## src/rtl/mazesolver_oci_dct_pkg.sv

```systemverilog
// Shared definitions for the OCI trace symbol packer and its output slot.
// Holds the frame geometry, the frame record and the flush state encoding.
package mazesolver_oci_dct_pkg;

    localparam int DCT_SYM_W   = 2;
    localparam int DCT_NUM_SYM = 15;
    localparam int DCT_BUF_W   = DCT_SYM_W * DCT_NUM_SYM;
    localparam int DCT_CNT_W   = 4;

    // Symbol counts used by the frame-close decisions, sized to the count field
    localparam logic [DCT_CNT_W-1:0] DCT_FULL_CNT  = DCT_CNT_W'(DCT_NUM_SYM);
    localparam logic [DCT_CNT_W-1:0] DCT_SPLIT_CNT = DCT_CNT_W'(DCT_NUM_SYM - 1);

    typedef struct packed {
        logic [DCT_BUF_W-1:0] buffer;
        logic [DCT_CNT_W-1:0] count;
    } dct_frame_t;

    typedef enum logic [1:0] {
        FL_IDLE,
        FL_ENDING,
        FL_ENDED
    } flush_state_t;

endpackage

```

## src/rtl/mazesolver_soc_nios2_qsys_0_oci_dct_slot.sv

```systemverilog
// One-entry valid/ready output register holding a packed trace frame.
// The frame contents are only rewritten on a load, so they stay stable
// while the slot is empty.
module mazesolver_soc_nios2_qsys_0_oci_dct_slot
    import mazesolver_oci_dct_pkg::*;
(
    input  logic       clk,
    input  logic       reset_n,
    input  logic       load,
    input  dct_frame_t load_frame,
    input  logic       ready,
    output logic       valid,
    output dct_frame_t frame
);

    // Load wins over a same-cycle drain so back-to-back frames stay valid
    always_ff @(posedge clk or negedge reset_n) begin
        if (!reset_n) begin
            valid <= 1'b0;
            frame <= '0;
        end else if (load) begin
            valid <= 1'b1;
            frame <= load_frame;
        end else if (valid && ready) begin
            valid <= 1'b0;
        end
    end

endmodule

```

## src/rtl/mazesolver_soc_nios2_qsys_0_oci_dct_packer.sv

```systemverilog
// Trace symbol packer: gathers 1-2 two-bit symbols per cycle into 30-bit
// frames of up to 15 symbols and sequences end-of-test flushing.
// Optional build macro OCI_DCT_STALL_CNT_EN adds a saturating stall counter
// output (stall_cnt) counting cycles where input is offered but not taken.
module mazesolver_soc_nios2_qsys_0_oci_dct_packer
    import mazesolver_oci_dct_pkg::*;
(
    input  logic                 clk,
    input  logic                 reset_n,
    input  logic                 in_valid,
    input  logic [1:0]           in_nsym,
    input  logic [3:0]           in_data,
    output logic                 in_ready,
    input  logic                 flush,
    output logic                 frame_valid,
    input  logic                 frame_ready,
    output logic [DCT_BUF_W-1:0] dct_buffer,
    output logic [DCT_CNT_W-1:0] dct_count,
    output logic                 test_ending,
    output logic                 test_has_ended
`ifdef OCI_DCT_STALL_CNT_EN
    ,
    output logic [15:0]          stall_cnt
`endif
);

    logic [DCT_BUF_W-1:0] acc_q;
    logic [DCT_CNT_W-1:0] acc_cnt_q;
    flush_state_t         fl_state;

    logic                 slot_free;
    logic                 data_ok;
    logic                 sym_pair;
    logic                 flush_close;
    logic [DCT_BUF_W-1:0] merged_acc;
    logic [DCT_CNT_W-1:0] merged_cnt;
    logic                 close;
    dct_frame_t           close_frame;
    logic [DCT_BUF_W-1:0] next_acc;
    logic [DCT_CNT_W-1:0] next_cnt;
    dct_frame_t           slot_frame;

    assign slot_free   = !frame_valid || frame_ready;
    assign in_ready    = !test_has_ended && slot_free;
    assign sym_pair    = (in_nsym == 2'd2);
    assign data_ok     = in_valid && in_ready && ((in_nsym == 2'd1) || sym_pair);
    assign flush_close = test_ending && slot_free && (acc_cnt_q != '0);

    // Merge any accepted symbols into the accumulator and decide whether a frame closes
    always_comb begin
        merged_acc  = acc_q;
        merged_cnt  = acc_cnt_q;
        close       = 1'b0;
        close_frame = '0;
        next_acc    = acc_q;
        next_cnt    = acc_cnt_q;
        if (data_ok) begin
            if (sym_pair) begin
                merged_acc = {acc_q[DCT_BUF_W-5:0], in_data[1:0], in_data[3:2]};
                merged_cnt = acc_cnt_q + 4'd2;
            end else begin
                merged_acc = {acc_q[DCT_BUF_W-3:0], in_data[1:0]};
                merged_cnt = acc_cnt_q + 4'd1;
            end
        end
        if (data_ok && sym_pair && (acc_cnt_q == DCT_SPLIT_CNT)) begin
            close              = 1'b1;
            close_frame.buffer = acc_q;
            close_frame.count  = acc_cnt_q;
            next_acc           = {{(DCT_BUF_W-4){1'b0}}, in_data[1:0], in_data[3:2]};
            next_cnt           = 4'd2;
        end else if ((merged_cnt == DCT_FULL_CNT) || flush_close) begin
            close              = 1'b1;
            close_frame.buffer = merged_acc;
            close_frame.count  = merged_cnt;
            next_acc           = '0;
            next_cnt           = '0;
        end else begin
            next_acc = merged_acc;
            next_cnt = merged_cnt;
        end
    end

    // Accumulator register; a reset throws away any partial frame
    always_ff @(posedge clk or negedge reset_n) begin
        if (!reset_n) begin
            acc_q     <= '0;
            acc_cnt_q <= '0;
        end else begin
            acc_q     <= next_acc;
            acc_cnt_q <= next_cnt;
        end
    end

    // Flush sequencer: wait for the accumulator and output slot to empty, then end for good
    always_ff @(posedge clk or negedge reset_n) begin
        if (!reset_n) begin
            fl_state       <= FL_IDLE;
            test_ending    <= 1'b0;
            test_has_ended <= 1'b0;
        end else begin
            case (fl_state)
                FL_IDLE: begin
                    if (flush) begin
                        fl_state    <= FL_ENDING;
                        test_ending <= 1'b1;
                    end
                end
                FL_ENDING: begin
                    if ((acc_cnt_q == '0) && slot_free && !data_ok) begin
                        fl_state       <= FL_ENDED;
                        test_ending    <= 1'b0;
                        test_has_ended <= 1'b1;
                    end
                end
                FL_ENDED: begin
                    fl_state <= FL_ENDED;
                end
                default: begin
                    fl_state       <= FL_IDLE;
                    test_ending    <= 1'b0;
                    test_has_ended <= 1'b0;
                end
            endcase
        end
    end

    mazesolver_soc_nios2_qsys_0_oci_dct_slot u_slot (
        .clk        (clk),
        .reset_n    (reset_n),
        .load       (close),
        .load_frame (close_frame),
        .ready      (frame_ready),
        .valid      (frame_valid),
        .frame      (slot_frame)
    );

    assign dct_buffer = slot_frame.buffer;
    assign dct_count  = slot_frame.count;

`ifdef OCI_DCT_STALL_CNT_EN
    // Count cycles where the source offers a group but is held off, saturating at all-ones
    always_ff @(posedge clk or negedge reset_n) begin
        if (!reset_n) begin
            stall_cnt <= '0;
        end else if (in_valid && !in_ready && (stall_cnt != 16'hFFFF)) begin
            stall_cnt <= stall_cnt + 16'd1;
        end
    end
`endif

endmodule

```

## config.mk

```make
export PLATFORM = sky130hd
export DESIGN_NAME = mazesolver_soc_nios2_qsys_0_oci_dct_packer
export DESIGN_NICKNAME = d
export VERILOG_FILES = /design/src/rtl/mazesolver_oci_dct_pkg.sv /design/src/rtl/mazesolver_soc_nios2_qsys_0_oci_dct_slot.sv /design/src/rtl/mazesolver_soc_nios2_qsys_0_oci_dct_packer.sv
export SDC_FILE = /design/constraint.sdc
export NUM_CORES = 1
export LEC_CHECK = 0
export ABC_CLOCK_PERIOD_IN_PS = 4500
export CAP_MARGIN = 30
export CORE_ASPECT_RATIO = 1.4
export CORE_MARGIN = 1
export CORE_UTILIZATION = 30
export CTS_CLUSTER_DIAMETER = 40
export CTS_CLUSTER_SIZE = 8
export DETAILED_ROUTE_END_ITERATION = 10
export RECOVER_POWER = 25
export SLEW_MARGIN = 20
export SYNTH_ARGS = -nofsm -noshare
export SYNTH_HDL_FRONTEND = slang
export SYNTH_SLANG_ARGS = --single-unit
```

## constraint.sdc

```tcl
create_clock -name clk -period 4.5 [get_ports clk]
set_input_delay 0.9 -clock clk [delete_from_list [all_inputs] [get_ports clk]]
set_output_delay 0.9 -clock clk [all_outputs]
set_load 0.005 [all_outputs]
```

Word-level counts from Yosys, hierarchy flattened. Index checks and enable logic that the tools add are counted.

Flip-flop bits (word level): 73. Bits of input ports: 11. Output and inout bits: 38. Word-level logic and storage cells: 66.

Add/sub/neg operators: 2. Equal/unequal tests: 8. Multiplexer cells: 22. Bitwise operators: 2. Reduce and logical (&&, ||, !) cells: 24.

Operator list (number): $mux W30 (4); $mux W34 (2); $mux W4 (4); $logic_and A1 B1 Y1 (10); $eq A4 B4 Y1 const B (2); $mux W1 (7); $pmux W2 S3 (1); $add A4 B1 Y4 const B (1); $add A4 B2 Y4 const B (1); $eq A2 B1 Y1 const B (2); $eq A2 B2 Y1 const B (2); $logic_not A4 Y1 (1); $mux W2 (2); $ne A2 B2 Y1 const B (2); $reduce_and A2 Y1 (2); $reduce_bool A4 Y1 (1); $logic_not A1 Y1 (3); $logic_or A1 B1 Y1 (3); $pmux W1 S3 (1); $reduce_and A3 Y1 (1); $logic_not A2 Y1 (1); $not A1 Y1 (2); $pmux W1 S2 (1); $reduce_bool A2 Y1 (1); $reduce_or A2 Y1 (1).

Logic depth before layout (Yosys ltp). Gate-level depths: netlist of the first run.

Word-level depth: 11. Depth in mapped cells: 9. Depth with buffers taken out: 7.

Hierarchy. From an unflattened synthesis of the first run, not the netlist that was laid out.

Cell total of the unflattened synthesis: 408. Area total of the unflattened synthesis: 4488.1 µm².

By module, submodules not included: mazesolver_soc_nios2_qsys_0_oci_dct_packer (times used 1, cells each 333, area each 3037.9 µm², sequential area each 950.9 µm²); mazesolver_soc_nios2_qsys_0_oci_dct_slot (times used 1, cells each 75, area each 1450.1 µm², sequential area each 875.8 µm²).

Worst setup path after synthesis of the first run. OpenSTA, ideal clock, no wires.

Path type: input-to-reg. From: input in_nsym[0]. To: register u_slot.frame[7] (netlist name). Setup time: 0.135 ns. Arrival time: 2.524 ns. Required time: 4.365 ns. Slack: 1.841 ns. Stages: 9. Path buffers: 2. Cells stage by stage: inv_1 ha_1 nand2b_1 o311ai_2 and4_1 buf_6 o221a_4 buf_6 o221ai_2.

Word-level cells in the longest chain between the ends: 8. Elaborated cells on any way between the ends: 16. Classes of those cells: eq/ne (3); mux (8); reduce/logical (5).

RTL lines: start: declaration (RTL line mazesolver_soc_nios2_qsys_0_oci_dct_packer.sv:11) `input logic [1:0] in_nsym,`; $eq A2 B1 Y1 or $eq A2 B2 Y1 (tied branches) (RTL line mazesolver_soc_nios2_qsys_0_oci_dct_packer.sv:46, mazesolver_soc_nios2_qsys_0_oci_dct_packer.sv:45); $logic_or A1 B1 Y1 (RTL line mazesolver_soc_nios2_qsys_0_oci_dct_packer.sv:46) `assign data_ok = in_valid && in_ready && ((in_nsym == 2'd1) || sym_pair);`; $logic_and A1 B1 Y1 (RTL line mazesolver_soc_nios2_qsys_0_oci_dct_packer.sv:46); $mux W4 (RTL line mazesolver_soc_nios2_qsys_0_oci_dct_packer.sv:57) `if (data_ok) begin`; $eq A4 B4 Y1 (RTL line mazesolver_soc_nios2_qsys_0_oci_dct_packer.sv:72) `end else if ((merged_cnt == DCT_FULL_CNT) || flush_close) begin`; $logic_or A1 B1 Y1 (RTL line mazesolver_soc_nios2_qsys_0_oci_dct_packer.sv:72); $mux W34 or $mux W1 (tied branches) (RTL line mazesolver_soc_nios2_qsys_0_oci_dct_packer.sv:72); $mux W34 or $mux W1 (tied branches) (RTL line mazesolver_soc_nios2_qsys_0_oci_dct_packer.sv:66) `if (data_ok && sym_pair && (acc_cnt_q == DCT_SPLIT_CNT)) begin`; end signal: assignment (RTL line mazesolver_soc_nios2_qsys_0_oci_dct_slot.sv:23) `frame <= load_frame;`; end: declaration (RTL line mazesolver_soc_nios2_qsys_0_oci_dct_slot.sv:13) `output dct_frame_t frame`.

Parallel ways exist; a longest one is shown, timed or not. A chain may end at the register's enable or synchronous reset.

Worst setup path after layout of the first run. Ends and elaborated chain as after synthesis.

==> impl_results.md, run 1 <==
- Power share of the sequential group: 35.7%
- Pleak: 2.011 nW
- Die H: 144.7 um
- Failing checks: capacitance limit, slew limit
- Min-Delay Path Depth: 2
- Post-synthesis sequential area ratio: 41.86%
- Latest clock arrival within the worst-skew pair: 330 ps
- Commonest non-fill, non-tap cell in the layout: dfrtp_1
- Initial antenna violation count: 0
- HPWL after DPL: 7.054 mm
- Routed Antenna Nets: 0
- Worst EP arrival: 3660 ps
- Worst Setup EP: u_slot.frame[7]$_DFFE_PN0P_
- Vias in the first global route: 3,698
- Switching Fraction: 38.98%
- Final wirelength: 11.07 mm
- Start of the worst register-to-register path: acc_cnt_q[0]$_DFF_PN0_
- Post-synth EDFFs: 0
- Syn Nets: approximately 470
- Reg-to-Reg End: acc_q[3]$_DFF_PN0_
- Setup_tns: 0 ps
- Clock root buffer: clkbuf_16
- Unrepaired setup endpoints after global routing: no
- I/O pin cnt: 49
- Worst setup path start: in_nsym[0]
- Syn Area/Cell: 9.720 um2
- Detailed Route Iter0 Violations: 240
- Drt wl/cell: around 17 um
- Crit path max fanout: 30
- Rows: 51
- Worst R2R Path Depth: 8
- Period utilization: between 70% and 80%
- Net load switching power: approximately 990 uW
- Non-filler cells, final: 666
- Synth Instances: approximately 450
- Pre-antenna DRT Iters: 4
- Hold_buf cts: 0
- DP Cell Count: 651
- Clock Path Buffers: 2
- GP Congestion: 0.7999
- Layout area overhead: 19.58%
- Via density per instance: around 5.3
- N_diodes: 0
- Pint: approximately 1.5 mW
- Initial Utilization: 31.09%
- Max Cap Viol: 1
- Slew Viols, Final: 32
- Clock sinks: 73
- Clock slew at reported path FFs: about 50 ps
- # resized after CTS: 0
- Yosys warning count: 0
- Clock group share of total power: 25.9%
- Die ar.: approximately 0.015 mm2
- Max_slew headroom: -20.94%
- All-layer global routing usage: 15.65%
- Worst setup SP type: primary input
- Ys async rst share: 100.0%
- Proportion of layout cells with a drive suffix above 1: 13.72%
- Chip width: 103.9 um
- CORE AREA: 0.01404 mm2
- F_max: 288.0 MHz
- R2r setup slk: 1660 ps
- Post-CTS Setup Bufs: 0
- Unique masters post-synth: 50
- Status: complete, but fails checks
- H-tree Lvls: 3
- CTS tree: built
- Final Skew: 3.656 ps
- Number of synthesized register bits: 73
- Final min period: 3473 ps
- Combinational power share: 38.4%
- Worst endpoint required time: 4680 ps
- Crit path kind: primary input to flip-flop
- Crit end category: flip-flop
- Largest net degree at the start of global routing: 74
- Commonest non-fill, non-tap cells in the layout: dfrtp_1 (73), nor2_1 (64), clkdlybuf4s50_1 (47)
- CTS buffer count: 9
- Predominant post-synthesis flop cell: dfrtp_1
- First-pass GRT wire length: approximately 19 mm
- Final hold violations: 0
- Peak supply drop: 0.2914 mV
- Measured slew at the worst slew-check pin: 1814 ps
- Pwr/cell area: 486.5 mW/mm2
- Remaining DRCs: 0
- DR vias: 3,497
- Synthesized area: 0.004364 mm2
- Total gr overflow: 0
- Nets: 497
- Final Setup Violations: 0
- Worst hold-check path type: flip-flop to flip-flop
- Port Buffer Count: 48
-- worst max-delay path: stages --
cell and delay (ps):
clkdlybuf4s50_1 460, inv_1 40, ha_2 260, nand2b_1 240, o311ai_2 310, and4_1 540, o221a_4 700, o221ai_2 180
-- per-stage QoR --
| stage | cell area [um2] | hold WS [ps] | total power [mW] | setup slack [ps] | utilization, % |
|---|---|---|---|---|---|
| after floorplan | 4364 | 482.9 | 1.584 | 1841 | - |
| after global placement | 4938 | 501.2 | 1.875 | 701.2 | 35.18 |
| after detailed placement | 4938 | 529.2 | 1.892 | 694.0 | 35.18 |
| after CTS | 5202 | 541.2 | 2.559 | 1031 | 37.06 |
| after global routing | 5219 | 568.8 | 2.703 | 801.4 | 37.17 |
| final | 5219 | 539.7 | 2.539 | 1027 | 37.17 |
-- flip-flops by register name, summed over array words and instances, names as in the netlist --
register	cells
u_slot.frame	34
acc_q	30
acc_cnt_q	4
fl_state	2
test_ending	1
test_has_ended	1
u_slot.valid	1
-- cell families after synthesis --
kind of cell	after synthesis	share of synthesized area [%]
AND/OR/NAND/NOR	125	12.82
multiplexers	33	7.655
XOR/XNOR	2	0.4014
AO/OA/AOI/OAI	125	26.18
flip-flops	73	41.86
adder cells (fa/ha/maj)	8	2.294
buffers and inverters	83	8.801
-- how the worst min path moves through the flow --
stage / slack (ps) / end / startpoint
floorplan: 480 / acc_q[28]$_DFF_PN0_ / acc_q[28]$_DFF_PN0_
CTS: 540 / acc_q[29]$_DFF_PN0_ / acc_q[29]$_DFF_PN0_
global placement: 500 / acc_q[29]$_DFF_PN0_ / acc_q[29]$_DFF_PN0_
finish: 540 / acc_q[29]$_DFF_PN0_ / acc_q[29]$_DFF_PN0_
global route: 570 / fl_state[1]$_DFFE_PN0P_ / fl_state[1]$_DFFE_PN0P_
detailed placement: 530 / acc_q[29]$_DFF_PN0_ / acc_q[29]$_DFF_PN0_
-- synth_stat cells, types with 8 or more instances --
cell / instances / share of area (%)
ha_1: 8 / 2.3
buf_2: 10 / 1.1
buf_4: 8 / 1.4
nand2_1: 32 / 2.8
mux2i_1: 30 / 6.9
dfrtp_1: 73 / 42
a21oi_1: 34 / 3.9
clkbuf_1: 15 / 1.3
o221ai_2: 30 / 10
nor2_1: 64 / 5.5
o2111ai_1: 31 / 6.2
inv_1: 43 / 3.7
-- cell type report --
type / count / area (um2)
Inverter: 43 / 161.4
Clock buffer: 14 / 264.0
Multi-Input combinational cell: 293 / 2173
Sequential cell: 73 / 1827
Tap cell: 185 / 231.5
Fill cell: 1405 / 8820
Timing Repair Buffer: 58 / 561.8
-- power by group through the flow --
stage	Sequential, mW	Combinational, mW	Clock (mW)
6_report	0.907	0.974	0.658
4_1_cts	0.907	0.980	0.672
3_3_place_gp	0.913	0.962	0
5_1_grt	0.927	1.07	0.701
2_1_floorplan	0.883	0.701	0
3_5_place_dp	0.917	0.974	0
-- metal layers --
layer | track usage (%) | up-vias | wire length (um)
li1 | - | 1680 | -
met5 | 0 | - | 0
met1 | 19.00 | 1721 | 4889
met4 | 7.444 | 0 | 189
met3 | 2.553 | 12 | 450
met2 | 27.16 | 84 | 5545
Note: power is estimated with default switching activity, not from simulation.
==> run 2, diff against run 1 <==
--- a/config.mk
+++ b/config.mk
@@ -5,7 +5,7 @@
 export SDC_FILE = /design/constraint.sdc
 export NUM_CORES = 1
 export LEC_CHECK = 0
-export ABC_CLOCK_PERIOD_IN_PS = 4500
+export ABC_CLOCK_PERIOD_IN_PS = 2780
 export CAP_MARGIN = 30
 export CORE_ASPECT_RATIO = 1.4
 export CORE_MARGIN = 1
==> constraint.sdc (replaced) <==
create_clock -name clk -period 2.78 [get_ports clk]
set_input_delay 0.556 -clock clk [delete_from_list [all_inputs] [get_ports clk]]
set_output_delay 0.556 -clock clk [all_outputs]
set_load 0.005 [all_outputs]
==> run 2 against run 1 <==
Against the previous run: cell count increased by 4.2%; the run now ends clean; worst hold slack worse by 34 ps; critical path depth is 2 higher; largest power group unchanged; critical path type unchanged; cell area increased by 6.4%; clock power up 73%; register-to-register slack lost 1300 ps; first-iteration DRC count is 0.42% lower; utilization up 2.4 points.
==> impl_results.md, run 2 (same netlist as run 1, synthesis figures left out) <==
- Measured slew at the worst slew-check pin: roughly 1300 ps
- I/O pin cnt: 49
- CORE AREA: 0.01404 mm2
- GP Congestion: 0.8181
- DR vias: 3,668
- Switching Fraction: a little under two fifths
- Detailed Route Iter0 Violations: 239
- F_max: 387.7 MHz
- Largest Register: u_slot.frame
- Power share of the sequential group: 32.9%
- Clock root buffer: clkbuf_16
- Pwr/cell area: around 800 mW/mm2
- Port Buffer Count: 48
- Via density per instance: 5.285
- DP Cell Count: 677
- Peak supply drop: 0.4029 mV
- Final min period: approximately 2600 ps
- Final Skew: 6.957 ps
- Setup_tns: 0 ps
- Commonest non-fill, non-tap cell in the layout: dfrtp_1
- Crit path kind: primary input to flip-flop
- Worst EP arrival: 2780 ps
- Die ar.: 0.01504 mm2
- Crit path max fanout: 9
- CP max stage cell: clkdlybuf4s50_1
- Pleak: around 2.2 nW
- Crit path cell chain: clkdlybuf4s50_1, inv_1, ha_2, nor2b_1, nand4_1, and4_1, buf_4, buf_12, o2111ai_1, o221ai_2
- HPWL after DPL: 7.962 mm
- Rows: 51
- Commonest non-fill, non-tap cells in the layout: dfrtp_1 (73), nor2_1 (64), clkdlybuf4s50_1 (47)
- Pre-CTS setup slack: -71.85 ps
- Vias in the first global route: ~3,700
- First-pass GRT wire length: 19.44 mm
- Clock group share of total power: around a quarter
- Max Cap Viol: 0
- Largest regs: u_slot.frame x34, acc_q x30, acc_cnt_q x4
- Remaining DRCs: 0
- Largest net degree at the start of global routing: 74
- Post-CTS Setup Bufs: 0
- Placed inst area: 0.005234 mm2
- Worst hold-check path type: primary input to async pin
- Unrepaired setup endpoints after global routing: no
- Non-filler cells, final: 694
- CTS buffer count: 9
- Initial antenna violation count: 0
- Crit path largest cell delay: 450 ps
- Initial Utilization: 31.09%
- Pre-antenna DRT Iters: 4
- Routed Antenna Nets: 0
- Total gr overflow: 0
- Period utilization: between 90% and 100%
- Nets: about 520
- Final wirelength: between 10 and 15 mm
- # resized after CTS: 0
- Die H: 144.7 um
- Post-route cell area: 0.005553 mm2
- Drt wl/cell: 16.92 um
- Slew Viols, Final: 0
- Combinational power share: 41.6%
- Worst setup SP type: primary input
- Clock Path Buffers: 2
- Hold slack: 505.3 ps
- CTS tree: built
- Layout area overhead: 27.24%
- Net load switching power: 1.694 mW
- Max reg flops: 34
- Hold_buf cts: 0
- R2r setup slk: 390 ps
- Max_slew headroom: 11.60%
- Final core occ: about two fifths
- Post-route setup slack: 200.5 ps
- Proportion of layout cells with a drive suffix above 1: 18.66%
- Pint: 2.751 mW
- Clock slew at reported path FFs: around 60 ps
- Final hold violations: 0
- Crit end category: flip-flop
- Worst endpoint required time: 2980 ps
- All-layer global routing usage: 16.36%
- Status: finished clean
- Latest clock arrival within the worst-skew pair: 330 ps
- Power, Total: between 4 and 5 mW
- Chip width: just over 100 um
- Final Setup Violations: 0
- N_diodes: 0
- Clock sinks: 73
- H-tree Lvls: 3
## run 2: cell count changes in the layout (fill, tap and decap cells not counted), sizes merged
cell      before  now
buf           10   36
clkinvlp       0    1
clkbuf        15   16
## run 2: cell type report
class                   count  area [um2]
well taps                 185       231.5
inverters                  43       161.4
multi-input cells         293        2173
fillers                  1365        8486
clock inverters             1       7.507
repair buffers             84       864.6
clock buffers              15       287.8
flip-flops and latches     73        1827
## run 2: worst paths after layout
| kind | startpoint | end | cells past startpoint |
|---|---|---|---|
| max in group asynchronous | reset_n | u_slot.frame[11]$_DFFE_PN0P_ | 2 |
| worst max register to register | acc_cnt_q[1]$_DFF_PN0_ | u_slot.frame[0]$_DFFE_PN0P_ | 8 |
| worst max-delay path | in_nsym[0] | u_slot.frame[4]$_DFFE_PN0P_ | 10 |
| min in group clk | acc_q[28]$_DFF_PN0_ | acc_q[28]$_DFF_PN0_ | 2 |
| worst min register to register | acc_q[28]$_DFF_PN0_ | acc_q[28]$_DFF_PN0_ | 2 |
| worst min-delay path | reset_n | u_slot.frame[22]$_DFFE_PN0P_ | 1 |
## run 2: power by group through the flow
stage / clock network (mW) / registers (mW) / logic, mW
floorplan: 0 / 1.43 / 1.13
global route: 1.21 / 1.49 / 2.01
global placement: 0 / 1.48 / 1.81
CTS: 1.16 / 1.46 / 1.85
detailed placement: 0 / 1.48 / 1.85
finish: 1.14 / 1.46 / 1.85
## run 2: critical path: cells and delay by family
| family | cells | cell delay, ps |
|---|---|---|
| fa+ha+maj | 1 | 270 |
| buf+inv | 4 | 810 |
| simple gates | 3 | 750 |
| compound gates | 2 | 370 |
## run 2: metal layers
layer	vias up	global-route usage [%]	part of all wire [%]
met4	0	6.316	2.2
met3	17	3.269	3.3
met1	1833	19.29	43
li1	1749	-	-
met2	69	29.33	51
met5	-	0	0
